==> src/rtl/demux_router_pkg.sv <==
// Shared types and defaults for the demux_router lane demultiplexer.
// Holds the FSM encoding and the default beat/select widths.
package demux_router_pkg;

  localparam int DEF_WIDTH = 8;
  localparam int DEF_SEL_W = 2;

  typedef enum logic {
    ST_IDLE = 1'b0,
    ST_PKT  = 1'b1
  } state_t;

endpackage

==> src/rtl/demux_lane.sv <==
// One-entry valid/ready holding register for a single output lane.
// Latency 1 cycle from load to valid; the entry holds while valid && !ready.
// A load while draining replaces the entry, so one beat per cycle is sustained.
module demux_lane #(
  parameter int WIDTH = 8
) (
  input  logic             clk,
  input  logic             rst_n,
  input  logic             load,
  input  logic [WIDTH-1:0] load_data,
  input  logic             load_last,
  input  logic             ready,
  output logic             valid,
  output logic [WIDTH-1:0] data,
  output logic             last
);

  always_ff @(posedge clk) begin
    if (!rst_n) begin
      valid <= 1'b0;
      data  <= '0;
      last  <= 1'b0;
    end else if (load) begin
      valid <= 1'b1;
      data  <= load_data;
      last  <= load_last;
    end else if (ready) begin
      // Payload is left in place after a drain; only valid drops.
      valid <= 1'b0;
    end
  end

endmodule

==> src/rtl/demux_router.sv <==
// Registered 1-to-2**SEL_W demux with packet lane locking; optional broadcast via DEMUX_ROUTER_BCAST_EN.
// Latency: an accepted beat appears on its lane exactly 1 cycle later.
// Backpressure: in_ready drops when the target lane (all lanes for broadcast) is full and not ready.
module demux_router
  import demux_router_pkg::*;
#(
  parameter int WIDTH = DEF_WIDTH,
  parameter int SEL_W = DEF_SEL_W
) (
  input  logic                        clk,
  input  logic                        rst_n,
  input  logic                        in_valid,
  output logic                        in_ready,
  input  logic [WIDTH-1:0]            in_data,
  input  logic [SEL_W-1:0]            in_sel,
  input  logic                        in_last,
`ifdef DEMUX_ROUTER_BCAST_EN
  input  logic                        in_bcast,
`endif
  output logic [(2**SEL_W)-1:0]       out_valid,
  input  logic [(2**SEL_W)-1:0]       out_ready,
  output logic [(2**SEL_W)*WIDTH-1:0] out_data,
  output logic [(2**SEL_W)-1:0]       out_last,
  output logic                        busy
);

  localparam int NOUT = 2 ** SEL_W;

  state_t           state;
  state_t           state_nxt;
  logic [SEL_W-1:0] lock_sel;
  logic [SEL_W-1:0] tgt;
  logic [NOUT-1:0]  lane_free;
  logic [NOUT-1:0]  lane_load;
  logic             bcast;
  logic             accept;

  // In PKT the locked select wins; in_sel is only meaningful on a first beat.
  assign tgt       = (state == ST_PKT) ? lock_sel : in_sel;
  assign lane_free = ~out_valid | out_ready;

`ifdef DEMUX_ROUTER_BCAST_EN
  logic lock_bcast;

  assign bcast = (state == ST_PKT) ? lock_bcast : in_bcast;

  always_ff @(posedge clk) begin
    if (!rst_n) begin
      lock_bcast <= 1'b0;
    end else if (state == ST_IDLE && accept && !in_last) begin
      lock_bcast <= in_bcast;
    end
  end
`else
  assign bcast = 1'b0;
`endif

  // No in_valid term here, so in_ready never depends on in_valid.
  always_comb begin
    in_ready = 1'b0;
    if (rst_n) begin
      in_ready = bcast ? (&lane_free) : lane_free[tgt];
    end
  end

  assign accept = in_valid && in_ready;

  always_comb begin
    lane_load = '0;
    for (int i = 0; i < NOUT; i++) begin
      lane_load[i] = accept && (bcast || (tgt == SEL_W'(i)));
    end
  end

  always_ff @(posedge clk) begin
    if (!rst_n) begin
      lock_sel <= '0;
    end else if (state == ST_IDLE && accept && !in_last) begin
      lock_sel <= in_sel;
    end
  end

  always_ff @(posedge clk) begin
    if (!rst_n) begin
      state <= ST_IDLE;
    end else begin
      state <= state_nxt;
    end
  end

  always_comb begin
    state_nxt = state;
    case (state)
      ST_IDLE: if (accept && !in_last) state_nxt = ST_PKT;
      ST_PKT:  if (accept && in_last)  state_nxt = ST_IDLE;
      default: state_nxt = ST_IDLE;
    endcase
  end

  always_comb begin
    busy = (state == ST_PKT);
  end

  for (genvar i = 0; i < NOUT; i++) begin : g_lane
    demux_lane #(
      .WIDTH(WIDTH)
    ) u_lane (
      .clk      (clk),
      .rst_n    (rst_n),
      .load     (lane_load[i]),
      .load_data(in_data),
      .load_last(in_last),
      .ready    (out_ready[i]),
      .valid    (out_valid[i]),
      .data     (out_data[i*WIDTH +: WIDTH]),
      .last     (out_last[i])
    );
  end

endmodule

==> config.mk <==
export PLATFORM = sky130hd
export DESIGN_NAME = demux_router
export DESIGN_NICKNAME = d
export VERILOG_FILES = /design/src/rtl/demux_router_pkg.sv /design/src/rtl/demux_lane.sv /design/src/rtl/demux_router.sv
export SDC_FILE = /design/constraint.sdc
export NUM_CORES = 1
export LEC_CHECK = 0
export ABC_AREA = 1
export CAP_MARGIN = 10
export CORE_MARGIN = 2
export CORE_UTILIZATION = 35
export CTS_BUF_LIST = sky130_fd_sc_hd__clkbuf_16
export CTS_CLUSTER_DIAMETER = 60
export DETAILED_ROUTE_END_ITERATION = 8
export PLACE_DENSITY = 0.72
export SLEW_MARGIN = 5
export SYNTH_ARGS = -nofsm -noshare
export SYNTH_HDL_FRONTEND = slang
export SYNTH_SLANG_ARGS = --single-unit
==> constraint.sdc <==
create_clock -name clk -period 2.8 [get_ports clk]
set_input_delay 0.28 -clock clk [delete_from_list [all_inputs] [get_ports clk]]
set_output_delay 0.28 -clock clk [all_outputs]
set_load 0.05 [all_outputs]
==> flow_metrics.env, run 1 <==
export IMPL_die_x_um=76.5
export IMPL_fin_crit_sh_pct=75.2
export IMPL_track_usage_pct=16.4
export IMPL_netlist_area_leader_share_pct=46.8
export IMPL_max_slew_margin_rel_pct=59.3
export IMPL_synth_seq_cells=43
export IMPL_synth_seq_area_share_pct=46.8
export IMPL_fin_tns_setup_ps=0
export IMPL_cp_required_ps=2520
export IMPL_regToRegSetupSlack_ps=820
export IMPL_worst_pin_slew_ps=609
export IMPL_max_freq_ghz=0.475
export IMPL_final_common_cell="clkdlybuf4s50_1"
export IMPL_fin_crit_ps=2110
export IMPL_finalPower_w=0.00151
export IMPL_cap_violations=0
export IMPL_postCtsSetupBuffers=0
export IMPL_detail_route_vias_per_cell=4.74
export IMPL_clock_path_buffers=2
export IMPL_layout_common_cells="58 x clkdlybuf4s50_1, 51 x nand2_1, 43 x dfxtp_1, 39 x a21oi_1, 38 x nand3_1"
export IMPL_die_area_um2=5850
export IMPL_first_pass_iters=4
export IMPL_io_pins=60
export IMPL_skew_ps=7.17
export IMPL_rr_worst_depth=11
export IMPL_status="finished, final reports clean"
export IMPL_synthesis_area_um2=1840
export IMPL_seqPwrFrac_pct=42.2
export IMPL_leakage_nw=0.928
export IMPL_slowest_delay_ps=450
export IMPL_min_to="g_lane[0].u_lane.data[6]$_SDFFE_PN0P_"
export IMPL_final_max_slew_viol_count=0
export IMPL_clkPwrFrac_pct=43.7
export IMPL_cts_sinks=43
export IMPL_ant_nets=0
export IMPL_path_class="register to primary output"
export IMPL_syn_inst=237
export IMPL_hold_class="register to register"
export IMPL_avgSynthCellArea_um2=7.77
export IMPL_combinationalPowerShare_pct=14.1
export IMPL_min_path_cells=2
export IMPL_startpoint_type="register"
export IMPL_numCtsBuffers=5
export IMPL_critPathBufInv=4
export IMPL_antenna_found_initial=0
export IMPL_start_util_pct=36.3
export IMPL_drtIter0Drc=92
export IMPL_grt_max_degree=30
export IMPL_cts_tree="built"
export IMPL_synthTopCellsByArea="dfxtp_1 47%, a21oi_1 11%, nand2_1 10%"
export IMPL_routed_wl_um=4610
export IMPL_rsz0062_at_grt="false"
export IMPL_yosys_warnings=0
export IMPL_syn_to_final_growth_pct=40.9
export IMPL_critical_path_max_fanout=11
export IMPL_path_cells="inv_2 > nand2_4 > nand2_2 > inv_1 > nor2_1 > buf_4 > nand2_1 > nand2_1 > nor2_1 > buf_4"
export IMPL_switchingPower_w=0.000388
export IMPL_yosys_area_top_type="dfxtp_1"
export IMPL_fp_dieH_um=76.5
export IMPL_drcViolationCount=0
export IMPL_core_region_area_um2=5070
export IMPL_end_kind="primary output"
export IMPL_drive_gt1_share_pct=10.3
export IMPL_setup_viol=0
export IMPL_critical_path_slowest_cell="dfxtp_1"
export IMPL_worstReg2RegEnd="g_lane[3].u_lane.data[6]$_SDFFE_PN0P_"
export IMPL_powerDensity_nw_per_um2=582
export IMPL_post_dp_hpwl_um=3290
export IMPL_rows=26
export IMPL_power_switching_share_pct=25.7
export IMPL_crit_arrival_ps=1830
export IMPL_crit_family="buffers and inverters"
export IMPL_postSynthNetCount=255
export IMPL_antennaDiodeCount=0
export IMPL_routabilityCongestion=0.808
export IMPL_clkLatencyLatePin_ps=280
export IMPL_synth_cell_types=21
export IMPL_internal_power_w=0.00112
export IMPL_grt_pass1_wl_um=7760
export IMPL_root_buffer="clkbuf_16"
export IMPL_layout_nets=307
export IMPL_wl_per_cell_um=12.8
export IMPL_port_buffers=59
export IMPL_final_hold_viol_count=0
export IMPL_cts_hold_buf=0
export IMPL_num_vias=1705
export IMPL_fillers=540
export IMPL_ctsResizeCount=0
export IMPL_clkTransAtPathRegs_ps=60
export IMPL_irDropWorstVdd_v=0.000346
export IMPL_grt_pass1_vias=1590
export IMPL_globalRoute_totalOverflow=0
export IMPL_min_from="g_lane[0].u_lane.data[6]$_SDFFE_PN0P_"
export IMPL_htree_levels=2
Yosys cell counts:
cell / instances
nand2_1: 51
dfxtp_1: 43
a21oi_1: 39
nand3_1: 38
inv_1: 18
nor2_1: 9
buf_4: 8
nand2_2: 6
clkbuf_1: 4
buf_6: 3
nand4_1: 3
a21oi_2: 2
buf_2: 2
inv_2: 2
nand2_4: 2
nor2_2: 2
buf_8: 1
nand3_4: 1
nor2_8: 1
o21ai_0: 1
o21ai_2: 1
power by group through the flow:
stage | Combinational, W | Sequential, W | Clock (W)
5_1_grt | 0.000228 | 0.000639 | 0.000699
3_3_place_gp | 0.000211 | 0.000651 | 0
6_report | 0.000213 | 0.000637 | 0.000660
4_1_cts | 0.000214 | 0.000638 | 0.000675
3_5_place_dp | 0.000213 | 0.000651 | 0
2_1_floorplan | 0.0000989 | 0.000690 | 0
sequential cells by signal (all words and copies together), names as in the netlist, named ones only:
register and cells:
g_lane.u_lane.last 4, lock_sel 2, g_lane.u_lane.data 32, g_lane.u_lane.valid 4
worst min-delay path, cell delays in order (launching register included):
cell     delay (ps)
dfxtp_1         310
nand2_1          60
a21oi_1          50
area by class of cell:
type	count	area (um^2)	share of cell area [%]
flip-flops and latches	43	861	33.2
repair buffers	63	631	24.3
clock inverters	3	43.8	1.69
multi-input cells	156	771	29.7
inverters	20	75.1	2.89
clock buffers	5	125	4.82
well taps	70	87.6	3.38
routing by layer:
| layer | global-route usage (%) | wire length, um | up-vias |
|---|---|---|---|
| met5 | 0 | 0 | - |
| met4 | 5.64 | 35 | 0 |
| met3 | 5.33 | 269 | 5 |
| met2 | 25.4 | 2150 | 48 |
| met1 | 21.5 | 2150 | 783 |
| li1 | - | - | 869 |
logic make-up after synthesis:
| kind of cell | count (synthesis) | share of synthesized area (%) |
|---|---|---|
| AOI/OAI and AO/OA | 43 | 12.3 |
| buffers and inverters | 38 | 11.4 |
| DFF | 43 | 46.8 |
| and+or+nand+nor | 113 | 29.6 |
how the worst max path moves through the flow:
stage                     startpoint                                    end  cells past startpoint
after global routing        register                               in_ready                     10
after CTS                   register                               in_ready                     10
final                       register                               in_ready                     10
after global placement     in_sel[1]  g_lane[3].u_lane.data[6]$_SDFFE_PN0P_                     10
after floorplan             register               lock_sel[0]$_SDFFE_PN0P_                     12
after detailed placement   in_sel[1]  g_lane[3].u_lane.data[6]$_SDFFE_PN0P_                     10
metrics by stage:
stage,setup slack [ps],util (%),cells,area [um^2],hold slack (ps)
3_5_place_dp,596,47.8,352,2420,454
4_1_cts,692,51.1,360,2590,462
2_1_floorplan,414,-,237,1840,401
6_report,693,51.1,360,2590,459
3_3_place_gp,617,47.8,352,2420,450
5_1_grt,557,51.1,360,2590,481
No activity file was read; power rests on OpenSTA's default activity.
==> run 2: changes to the inputs <==
==> constraint.sdc (replaced) <==
create_clock -name clk -period 2.1 [get_ports clk]
set_input_delay 0.21 -clock clk [delete_from_list [all_inputs] [get_ports clk]]
set_output_delay 0.21 -clock clk [all_outputs]
set_load 0.05 [all_outputs]
==> run 2 against run 1 <==
Sequential cell count unchanged. Critical endpoint unchanged. Non-clock buffer count up 4. Combinational power up 39%. Final cell count up 1.1%. Die area unchanged. Design area up 0.87%. Register-to-register slack worse by 390 ps. Total power up 27%. Routed wire length up 5.6%. Global-route usage up 0.77 points. First-iteration DRC count up 27%.
==> flow_metrics.env, run 2 (synthesis results as in run 1) <==
export IMPL_status="finished, final reports clean"
export IMPL_htree_levels=2
export IMPL_timing_final_ws_setup_ps=309
export IMPL_root_buffer="clkbuf_16"
export IMPL_max_slew_margin_rel_pct=65.5
export IMPL_worst_pin_slew_ps=516
export IMPL_crit_arrival_ps=1580
export IMPL_layout_nets=311
export IMPL_leakage_nw=0.937
export IMPL_drtIter0Drc=117
export IMPL_num_vias=1757
export IMPL_detail_route_vias_per_cell=4.83
export IMPL_die_area_um2=5850
export IMPL_numCtsBuffers=5
export IMPL_fp_dieH_um=76.5
export IMPL_end_kind="primary output"
export IMPL_final_common_cell="clkdlybuf4s50_1"
export IMPL_cp_common_cell="nand2_1"
export IMPL_max_freq_ghz=0.558
export IMPL_die_x_um=76.5
export IMPL_clock_path_buffers=2
export IMPL_layout_common_cells="58 x clkdlybuf4s50_1, 51 x nand2_1, 42 x dfxtp_1, 39 x a21oi_1, 38 x nand3_1"
export IMPL_final_hold_viol_count=0
export IMPL_largest_reg_flops=32
export IMPL_cts_sinks=43
export IMPL_irDropWorstVdd_v=0.000518
export IMPL_fin_crit_ps=1790
export IMPL_io_pins=60
export IMPL_powerDensity_nw_per_um2=733
export IMPL_fin_tns_setup_ps=0
export IMPL_track_usage_pct=17.2
export IMPL_drive_gt1_share_pct=11.9
export IMPL_port_buffers=59
export IMPL_core_region_area_um2=5070
export IMPL_start_util_pct=36.3
export IMPL_rsz0062_at_grt="false"
export IMPL_startpoint_type="register"
export IMPL_antennaDiodeCount=0
export IMPL_cp_required_ps=1890
export IMPL_hold_class="register to register"
export IMPL_fin_crit_sh_pct=85.3
export IMPL_postCtsSetupBuffers=0
export IMPL_ctsResizeCount=0
export IMPL_syn_to_final_growth_pct=42.1
export IMPL_final_max_slew_viol_count=0
export IMPL_routed_wl_um=4870
export IMPL_gr_max_usage_layer="met2"
export IMPL_wl_per_cell_um=13.4
export IMPL_dp_cells=356
export IMPL_critPathBufInv=2
export IMPL_grt_max_degree=40
export IMPL_regMostFlops="g_lane.u_lane.data"
export IMPL_crit_family="simple AND/OR/NAND/NOR gates"
export IMPL_grt_pass1_vias=1738
export IMPL_routabilityCongestion=0.837
export IMPL_path_class="register to primary output"
export IMPL_final_cells=364
export IMPL_critical_path_max_fanout=6
export IMPL_cts_hold_buf=0
export IMPL_grt_pass1_wl_um=8020
export IMPL_grtUsageMet3_pct=4.27
export IMPL_post_dp_hpwl_um=3350
export IMPL_path_cells="inv_2 > nand2_4 > nand2_2 > nor2_1 > nand2_1 > nand2_1 > nor2_2 > buf_4"
export IMPL_reg_top3="g_lane.u_lane.data (32), g_lane.u_lane.last (4), g_lane.u_lane.valid (4)"
export IMPL_post_place_ws_ps=185
export IMPL_drcViolationCount=0
export IMPL_critical_path_slowest_cell="dfxtp_2"
export IMPL_antenna_found_initial=0
export IMPL_skew_ps=4.08
export IMPL_slowest_delay_ps=390
export IMPL_rows=26
export IMPL_setup_viol=0
export IMPL_clkLatencyLatePin_ps=290
export IMPL_globalRoute_totalOverflow=0
export IMPL_gr_usage_met2_pct=28.3
export IMPL_ant_nets=0
export IMPL_cap_violations=0
export IMPL_first_pass_iters=4
export IMPL_clkTransAtPathRegs_ps=60
export IMPL_cts_tree="built"
export IMPL_use_met1_pct=21.4
## run 2: cell count changes in the layout (fill, tap and decap cells not counted), sizes merged
cell      delta
clkinvlp     +1
buf          +4
bufinv       -1
## run 2: area by class of cell
| class | instances | area (um^2) |
|---|---|---|
| Timing Repair Buffer | 67 | 673 |
| Sequential cell | 43 | 862 |
| Fill cell | 507 | 2460 |
| Clock buffer | 5 | 125 |
| Tap cell | 70 | 87.6 |
| Multi-Input combinational cell | 156 | 773 |
| Inverter | 20 | 75.1 |
| Clock inverter | 3 | 20.0 |
## run 2: final timing paths
check	endpoint	cells after the start	slack (ps)	start
setup / recovery	in_ready	8	310	register
hold / removal	g_lane[1].u_lane.data[1]$_SDFFE_PN0P_	2	460	g_lane[1].u_lane.data[1]$_SDFFE_PN0P_
hold reg to reg	g_lane[1].u_lane.data[1]$_SDFFE_PN0P_	2	460	g_lane[1].u_lane.data[1]$_SDFFE_PN0P_
setup reg to reg	g_lane[0].u_lane.data[4]$_SDFFE_PN0P_	11	430	register
## run 2: report_power, final
group	switching, W	leakage [nW]	internal, W	total [W]
Combinational	0.000189	0.521	0.000107	0.000296
Sequential	0.0000128	0.349	0.000838	0.000850
Clock	0.000332	0.0674	0.000439	0.000771
Total	0.000534	0.937	0.00138	0.00192
## run 2: layer usage
metal  part of all wire (%)  wire, um
met4                    2.1       103
met2                     47      2270
met5                      0         0
met1                     44      2150
met3                    7.0       343
## run 2: worst register-to-register path: stages (launching register included)
cell and delay, ps:
dfxtp_2 390, inv_2 80, nand2_4 70, nand2_2 90, nand2_1 80, nand2_1 70, nand2_2 80, nand3_4 100
nor2_8 200, buf_12 200, nand3_1 100, a21oi_1 140
## run 2: metrics by stage
| stage | area, um^2 | util (%) | hold slack [ps] | total power [W] |
|---|---|---|---|---|
| after global routing | 2620 | 51.6 | 481 | 0.00198 |
| after floorplan | 1840 | - | 331 | 0.00105 |
| final | 2620 | 51.6 | 461 | 0.00192 |
| after global placement | 2470 | 48.7 | 451 | 0.00116 |
| after CTS | 2620 | 51.6 | 465 | 0.00192 |
| after detailed placement | 2470 | 48.7 | 455 | 0.00116 |
==> run 3: changes to the inputs <==
--- a/config.mk
+++ b/config.mk
@@ -12,8 +12,9 @@
 export CTS_BUF_LIST = sky130_fd_sc_hd__clkbuf_16
 export CTS_CLUSTER_DIAMETER = 60
 export DETAILED_ROUTE_END_ITERATION = 8
-export PLACE_DENSITY = 0.72
+export PLACE_DENSITY = 0.74
 export SLEW_MARGIN = 5
 export SYNTH_ARGS = -nofsm -noshare
 export SYNTH_HDL_FRONTEND = slang
 export SYNTH_SLANG_ARGS = --single-unit
+export TNS_END_PERCENT = 1
==> constraint.sdc (replaced) <==
create_clock -name clk -period 1.6 [get_ports clk]
set_input_delay 0.16 -clock clk [delete_from_list [all_inputs] [get_ports clk]]
set_output_delay 0.16 -clock clk [all_outputs]
set_load 0.05 [all_outputs]
==> run 3 against run 2 <==
The flow now finishes with violations (setup timing). Critical path depth up 2. Clock power up 27%. Routed wire length up 15%. Critical path type unchanged. Critical endpoint unchanged.
==> flow_metrics.env, run 3 (synthesis results as in run 1) <==
export IMPL_rows=26
export IMPL_cp_required_ps=1440
export IMPL_multiInputGateArea_um2=943
export IMPL_clock_path_buffers=2
export IMPL_setup_viol=15
export IMPL_wl_per_cell_um=14.5
export IMPL_seqCellArea_um2=865
export IMPL_max_slew_margin_rel_pct=79.4
export IMPL_timing_final_ws_setup_ps=-48.2
export IMPL_fillers=483
export IMPL_final_max_slew_viol_count=0
export IMPL_antennaDiodeCount=0
export IMPL_fin_crit_ps=1650
export IMPL_core_region_area_um2=5070
export IMPL_first_pass_iters=4
export IMPL_end_kind="primary output"
export IMPL_crit_end="in_ready"
export IMPL_fin_crit_sh_pct=103
export IMPL_reg_top3="g_lane.u_lane.data (32), g_lane.u_lane.last (4), g_lane.u_lane.valid (4)"
export IMPL_port_buffers=59
export IMPL_gr_usage_met2_pct=31.5
export IMPL_drtIter0Drc=99
export IMPL_postLayoutCoreUtil_pct=58.5
export IMPL_internal_power_w=0.00188
export IMPL_layout_nets=334
export IMPL_critical_path_max_fanout=6
export IMPL_grt_max_degree=23
export IMPL_path_class="register to primary output"
export IMPL_routed_wl_um=5610
export IMPL_numCtsBuffers=5
export IMPL_grtUsageMet3_pct=5.33
export IMPL_regMostFlops="g_lane.u_lane.data"
export IMPL_final_hold_viol_count=0
export IMPL_fin_area_um2=2970
export IMPL_placed_area_um2=2520
export IMPL_track_usage_pct=19.1
export IMPL_gr_max_usage_layer="met2"
export IMPL_layout_common_cells="59 x buf_4, 43 x nand2_1, 42 x dfxtp_1, 32 x nand3_1, 29 x a21oi_1"
export IMPL_dp_cells=368
export IMPL_drcViolationCount=0
export IMPL_globalRoute_totalOverflow=0
export IMPL_startpoint_type="register"
export IMPL_crit_arrival_ps=1490
export IMPL_powerDensity_nw_per_um2=878
export IMPL_largest_reg_flops=32
export IMPL_max_freq_ghz=0.607
export IMPL_seqPwrFrac_pct=42.9
export IMPL_cp_common_cell="nand2_4"
export IMPL_slowest_delay_ps=380
export IMPL_clkPwrFrac_pct=37.4
export IMPL_final_common_cell="buf_4"
export IMPL_skew_ps=4.50
export IMPL_ant_nets=0
export IMPL_htree_levels=2
export IMPL_routabilityCongestion=0.886
export IMPL_grt_pass1_wl_um=8940
export IMPL_post_dp_hpwl_um=3680
export IMPL_worst_pin_slew_ps=309
export IMPL_combinationalPowerShare_pct=19.7
export IMPL_cts_tree="built"
export IMPL_start_util_pct=36.3
export IMPL_grt_pass1_vias=1881
export IMPL_power_switching_share_pct=27.9
export IMPL_clkLatencyLatePin_ps=290
export IMPL_violations="setup timing"
export IMPL_antenna_found_initial=0
export IMPL_path_cells="inv_4 > nand2_4 > nand2_4 > buf_6 > inv_4 > nor2_2 > nand2_2 > nand2_4 > nor2_4 > buf_8"
export IMPL_drive_gt1_share_pct=40.7
export IMPL_leakage_nw=1.23
export IMPL_rr_worst_depth=12
export IMPL_worstReg2RegEnd="g_lane[0].u_lane.data[7]$_SDFFE_PN0P_"
export IMPL_fp_dieH_um=76.5
export IMPL_hold_class="register to register"
export IMPL_critical_path_slowest_cell="dfxtp_4"
export IMPL_clkTransAtPathRegs_ps=60
export IMPL_hold_slack_ps=461
export IMPL_die_area_um2=5850
export IMPL_final_cells=387
export IMPL_die_x_um=76.5
export IMPL_status="complete, but fails checks"
export IMPL_use_met1_pct=23.2
export IMPL_root_buffer="clkbuf_16"
export IMPL_regToRegSetupSlack_ps=-40
export IMPL_switchingPower_w=0.000726
export IMPL_io_pins=60
export IMPL_detail_route_vias_per_cell=4.88
export IMPL_syn_to_final_growth_pct=61.3
export IMPL_cts_sinks=43
export IMPL_irDropWorstVdd_v=0.000610
export IMPL_num_vias=1890
export IMPL_rsz0062_at_grt="true"
export IMPL_cap_violations=0
==> run 3: through the flow <==
step	total power, W	setup WS (ps)	TNS, ps
finish	0.00261	-48.2	-311
global route	0.00270	-113	-3060
CTS	0.00258	-51.9	-790
detailed placement	0.00156	-270	-10270
global placement	0.00156	-219	-8220
floorplan	0.00138	3.66	0
==> run 3: worst min-delay path by stage <==
stage                                          start                                    end  cells after the start
2_1_floorplan                                  rst_n               lock_sel[0]$_SDFFE_PN0P_                      2
3_3_place_gp   g_lane[2].u_lane.data[3]$_SDFFE_PN0P_  g_lane[2].u_lane.data[3]$_SDFFE_PN0P_                      2
3_5_place_dp   g_lane[1].u_lane.data[2]$_SDFFE_PN0P_  g_lane[1].u_lane.data[2]$_SDFFE_PN0P_                      2
4_1_cts           g_lane[2].u_lane.last$_SDFFE_PN0P_     g_lane[2].u_lane.last$_SDFFE_PN0P_                      2
5_1_grt           g_lane[3].u_lane.last$_SDFFE_PN0P_     g_lane[3].u_lane.last$_SDFFE_PN0P_                      2
6_report          g_lane[3].u_lane.last$_SDFFE_PN0P_     g_lane[3].u_lane.last$_SDFFE_PN0P_                      2
==> run 3: power by group through the flow <==
stage                     Clock (W)  Sequential, W  Combinational (W)
after floorplan                   0        0.00121           0.000177
after global placement            0        0.00114           0.000418
after CTS                  0.000992        0.00112           0.000473
after detailed placement          0        0.00114           0.000424
final                      0.000976        0.00112           0.000513
after global routing        0.00103        0.00112           0.000543
==> run 3: timing repair <==
item,in CTS,in global routing
gates resized for setup,13,31
buffers inserted,6,2
setup endpoints to repair,16,43
pin swaps,26,21
hold buffers,0,0
gates cloned,2,1
==> run 3: final cells by class <==
class | instances | area share [%]
Tap cell | 70 | 2.95
Inverter | 20 | 2.70
Timing Repair Buffer | 89 | 28.8
Clock inverter | 3 | 0.464
Clock buffer | 5 | 4.21
Sequential cell | 43 | 29.1
Multi-Input combinational cell | 157 | 31.8
==> run 3: per-layer routing <==
metal / wire length, um / vias to the layer above
li1: - / 936
met5: 0 / -
met4: 93 / 0
met3: 255 / 11
met2: 2790 / 54
met1: 2470 / 889
==> run 3: critical path, delay by kind of cell (launching register included) <==
kind	cells	cell delay [ps]
AND/OR/NAND/NOR	6	460
flip-flops	1	380
buffers and inverters	4	360
